$ cat config.mk
export PLATFORM = sky130hd
export DESIGN_NAME = people_counter
export DESIGN_NICKNAME = d
export VERILOG_FILES = /design/src/rtl/people_counter.sv
export SDC_FILE = /design/constraint.sdc
export NUM_CORES = 1
export LEC_CHECK = 0
export ABC_AREA = 1
export CORE_MARGIN = 3
export CORE_UTILIZATION = 50
export CTS_BUF_LIST = sky130_fd_sc_hd__clkbuf_2
export DETAILED_ROUTE_END_ITERATION = 7
export GPL_ROUTABILITY_DRIVEN = 0
export PLACE_DENSITY_LB_ADDON = 0.08
export SLEW_MARGIN = 10
export SYNTH_ARGS = -nofsm -noshare
export SYNTH_HDL_FRONTEND = slang
export SYNTH_SLANG_ARGS = --single-unit
$ cat constraint.sdc
create_clock -name clk -period 1.92 [get_ports clk]
set_clock_uncertainty 0.15 [all_clocks]
set_input_delay 0.384 -clock clk [delete_from_list [all_inputs] [get_ports clk]]
set_output_delay 0.384 -clock clk [all_outputs]
set_load 0.01 [all_outputs]
$ cat src/rtl/people_counter.sv
// people_counter: turns two raw, asynchronous photo-sensor lines (queue entry and exit) into a
// saturating 3-bit head count with full/empty flags and single-cycle change/reject pulses.
// Each sensor channel runs through a 2-FF synchroniser, a level debouncer and a registered
// rising-edge detector. The two channels are identical, so the entry-to-count latency matches
// the exit-to-count latency. Every output is registered on posedge clk.
module people_counter #(
  parameter int unsigned DEB_CYCLES = 4,
  parameter int unsigned MAX_COUNT  = 7
) (
  input  logic       clk,
  input  logic       reset,
  input  logic       sensor_in,
  input  logic       sensor_out,
  output logic [2:0] pCount,
  output logic       full,
  output logic       empty,
  output logic       count_changed,
  output logic       entry_rejected,
  output logic       exit_rejected
);

  // The debounce counter only has to reach DEB_CYCLES-1; keep at least one bit.
  localparam int unsigned     CntW    = (DEB_CYCLES > 1) ? $clog2(DEB_CYCLES) : 1;
  localparam logic [CntW-1:0] CntLast = CntW'(DEB_CYCLES - 1);
  localparam logic [2:0]      MaxCnt  = 3'(MAX_COUNT);

  // Channel 0 is the entry beam, channel 1 is the exit beam.
  logic [1:0] w_raw;
  logic [1:0] w_evt;

  assign w_raw = {sensor_out, sensor_in};

  for (genvar g = 0; g < 2; g++) begin : g_chan
    logic            r_meta;
    logic            r_sync;
    logic            r_deb;
    logic            r_deb_q;
    logic            r_evt;
    logic [CntW-1:0] r_cnt;
    logic            w_deb_d;
    logic [CntW-1:0] w_cnt_d;

    // Debounce next state: a new level must persist DEB_CYCLES samples; any sample equal to the
    // accepted level throws the partial count away.
    always_comb begin
      w_deb_d = r_deb;
      w_cnt_d = '0;
      if (r_sync != r_deb) begin
        if (r_cnt == CntLast) begin
          w_deb_d = r_sync;
        end else begin
          w_cnt_d = r_cnt + CntW'(1);
        end
      end
    end

    // Synchroniser, debounced level and registered 0->1 edge of that level.
    always_ff @(posedge clk) begin
      if (reset) begin
        r_meta  <= 1'b0;
        r_sync  <= 1'b0;
        r_deb   <= 1'b0;
        r_deb_q <= 1'b0;
        r_evt   <= 1'b0;
        r_cnt   <= '0;
      end else begin
        r_meta  <= w_raw[g];
        r_sync  <= r_meta;
        r_deb   <= w_deb_d;
        r_deb_q <= r_deb;
        r_evt   <= r_deb & ~r_deb_q;
        r_cnt   <= w_cnt_d;
      end
    end

    assign w_evt[g] = r_evt;
  end

  logic [2:0] r_count;
  logic       r_full;
  logic       r_empty;
  logic       r_changed;
  logic       r_entry_rej;
  logic       r_exit_rej;

  logic [2:0] w_count_d;
  logic       w_changed_d;
  logic       w_entry_rej_d;
  logic       w_exit_rej_d;

  // Count update: saturate at both ends; coincident entry and exit cancel with no pulses.
  always_comb begin
    w_count_d     = r_count;
    w_changed_d   = 1'b0;
    w_entry_rej_d = 1'b0;
    w_exit_rej_d  = 1'b0;
    unique case (w_evt)
      2'b01: begin
        if (r_count < MaxCnt) begin
          w_count_d   = r_count + 3'd1;
          w_changed_d = 1'b1;
        end else begin
          w_entry_rej_d = 1'b1;
        end
      end
      2'b10: begin
        if (r_count != 3'd0) begin
          w_count_d   = r_count - 3'd1;
          w_changed_d = 1'b1;
        end else begin
          w_exit_rej_d = 1'b1;
        end
      end
      default: ;
    endcase
  end

  // Flags are derived from the next count so they always agree with pCount in the same cycle.
  always_ff @(posedge clk) begin
    if (reset) begin
      r_count     <= 3'd0;
      r_full      <= 1'b0;
      r_empty     <= 1'b1;
      r_changed   <= 1'b0;
      r_entry_rej <= 1'b0;
      r_exit_rej  <= 1'b0;
    end else begin
      r_count     <= w_count_d;
      r_full      <= (w_count_d == MaxCnt);
      r_empty     <= (w_count_d == 3'd0);
      r_changed   <= w_changed_d;
      r_entry_rej <= w_entry_rej_d;
      r_exit_rej  <= w_exit_rej_d;
    end
  end

  assign pCount         = r_count;
  assign full           = r_full;
  assign empty          = r_empty;
  assign count_changed  = r_changed;
  assign entry_rejected = r_entry_rej;
  assign exit_rejected  = r_exit_rej;

endmodule

==> run metrics <==
share of cells above drive strength 1=13.3%; overall fraction of global-route tracks in use=13.5%; syn nets=125; first-pass detailed-route iteration total=4; detailed router's first-iteration violation count=9; Post-Synthesis Mean Instance Area=8.05 um^2; Clock Sink Count=22; antenna cell count=0; relative max-transition margin=85.7%; cell chain of the critical path=clkdlybuf4s50_1; data arrival time of the critical path=1290 ps; Pwr Density=724 nW/um^2; max-cap violations=0; Post-route DRC=0; initial core utilization=56.9%; total buffers and inverters traversed by the critical path=1; cells after synthesis=114; part of the Yosys area used for sequential elements=48.0%; Worst R2R End=full; Max Transition Viols Final=0; die outline area=2380 um^2; number of nets with antenna violations after detailed routing=0; row count=14; post-route insts no fill=152; Critical path origin=pCount[2]; chip width=48.8 um; end point of the critical path=pCount[2]; count of input and output buffers=11; delay-heaviest family, CP=buffers and inverters; Peak Freq=0.548 GHz; Cell variety after synth=22; Placeable Area=1610 um^2; Max FO, Critical Path=7; logic depth of the worst path, buffers included=1; IO Count=12; kind of capture point of the worst setup path=output pin; Data required, critical path=1390 ps; total negative slack=0 ps; actual transition at the worst max-transition pin=213 ps; CP max stage cell=clkdlybuf4s50_1; Vias/cell=4.66; routed length per placed instance=9.11 um; final net count=140; leakage power=0.000495 uW; count of final hold-check violations=0; maximum number of pins on one net before global-route repair=14; maximum vdd drop=601 uV; Syn. warnings=0; worst reg2reg startpoint=g_chan[0].r_evt; floorplan die height=48.8 um; number of buffers created by CTS=3; number of synthesized register bits=22; number of buffers inserted for hold repair after clock tree synthesis=0; Hold Path Class=flop to flop; Period Utilization, post-route=95.0%; CTS H-Tree Depth=1; clock latency on the worst-skew pair=320 ps; RSZ-0062 raised after global routing=false; clock root buffer=clkbuf_2; number of global-route vias before repair=654; Worst Setup Path Type=flop to output pin; Placed Cells=148; wire length of the first global-routing pass=2560 um; detailed-placement wirelength estimate=1100 um; area of the mapped netlist=917 um^2; clk buf depth=2; cell count of the worst reg-to-reg path=7; via count=709; area grow syn2layout=20.5%; startpoint class of the critical path=flop; overall overflow remaining after global route=0; final setup violation count=0; TritonCTS clock tree=yes; largest stage delay on the critical path=550 ps; setup slack, reg-to-reg=370 ps; status=finished, final reports clean; Worst-path clk slew=200 ps; sum of routed wire length over all layers=1390 um; number of antenna violations at the first check in global routing=0; shortest period the worst path allows=1820 ps; Setup Fix Bufs, Post-CTS=0
[Yosys cell counts]
master	instances	area, um^2
o211ai_1	2	15.0
nand2_2	3	18.8
nand2_1	16	60.1
o21ai_2	1	8.76
a21oi_2	1	8.76
dfxtp_1	22	440
a211oi_1	1	7.51
clkinv_1	1	3.75
a21oi_1	6	30.0
inv_1	21	78.8
inv_2	2	7.51
buf_2	1	5.00
nor2_1	14	52.6
nand2_4	1	11.3
and2_1	1	6.26
nor3_1	4	20.0
o21ai_1	2	10.0
clkbuf_1	1	3.75
or2_1	1	6.26
nand3_2	1	10.0
nand3_1	5	25.0
ha_1	7	87.6
[worst min-delay path by stage]
| stage | to | slack, ps | cells past startpoint | start |
|---|---|---|---|---|
| floorplan | g_chan[0].r_evt | 220 | 1 | g_chan[0].r_deb_q |
| global placement | g_chan[0].r_evt | 230 | 1 | g_chan[0].r_deb_q |
| detailed placement | g_chan[0].r_evt | 240 | 1 | g_chan[0].r_deb_q |
| CTS | g_chan[0].r_evt | 260 | 1 | g_chan[0].r_deb_q |
| global route | g_chan[1].r_evt | 290 | 1 | g_chan[1].r_deb_q |
| finish | g_chan[0].r_evt | 260 | 1 | g_chan[0].r_deb_q |
[stage by stage]
stage | total power [uW] | worst slack [ps] | hold slack, ps | utilization, % | instance area (um^2)
after floorplan | 487 | 403 | 223 | - | 917
after global placement | 496 | 251 | 225 | 65.5 | 1060
after detailed placement | 496 | 251 | 236 | 65.5 | 1060
after CTS | 809 | 13.7 | 261 | 68.4 | 1100
after global routing | 834 | 26.6 | 293 | 68.6 | 1100
final | 800 | 96.3 | 256 | 68.6 | 1100
[layer usage]
| layer | vias up | routed length, um | global-route usage (%) |
|---|---|---|---|
| met4 | 0 | 23 | 6.16 |
| met2 | 16 | 651 | 22.9 |
| met3 | 4 | 43 | 2.75 |
| met5 | - | 0 | 0 |
| met1 | 314 | 667 | 16.3 |
| li1 | 375 | - | - |
[what timing repair did]
action	4_1_cts	5_1_grt
hold endpoints to repair	0	0
setup endpoints to repair	1	2
cloned	0	0
gates resized for setup	1	2
[layout make-up]
type	instances	area, um^2
Sequential cell	22	444
Clock buffer	3	15.0
Timing Repair Buffer	12	118
Tap cell	24	30.0
Inverter	24	90.1
Fill cell	148	507
Multi-Input combinational cell	66	378
Clock inverter	1	30.0
[sequential cells by signal (all words and copies together) (netlist names), 2 cells and up]
signal / count
pCount: 3
g_chan.r_deb: 2
g_chan.r_meta: 2
g_chan.r_cnt: 4
g_chan.r_deb_q: 2
g_chan.r_evt: 2
g_chan.r_sync: 2
[worst register-to-register path, cell delays in order (launching register included)]
cell and delay [ps]:
dfxtp_1 380, inv_1 50, ha_1 340, clkinv_1 150, o21ai_2 100, nand2_1 100, and2_1 160, nor2_1 90
[report_power, final]
group          leakage (uW)  internal (uW)  switching (uW)
combinational      0.000288           10.7            11.1
clock             0.0000266            180             134
sequential         0.000180            463            2.35
[cell usage in the layout, fill, tap and decap left out, drive strengths merged, types with 3 or more instances in the layout]
cell type,netlist,routed
inv,23,23
dfxtp,22,22
nand2,20,20
nor2,14,14
clkdlybuf4s50,0,11
ha,7,7
a21oi,7,7
nand3,6,6
nor3,4,4
clkbuf,1,3
o21ai,3,3
[cell families (layout without fill, tap and decap cells)]
family / after synthesis / in the layout / share of synthesized area, %
buffers and inverters: 26 / 40 / 10.8
AND/OR/NAND/NOR: 46 / 46 / 22.9
flip-flops: 22 / 22 / 48.0
adder cells (fa/ha/maj): 7 / 7 / 9.55
AO/OA/AOI/OAI: 13 / 13 / 8.73
No activity file was read; power rests on OpenSTA's default activity.
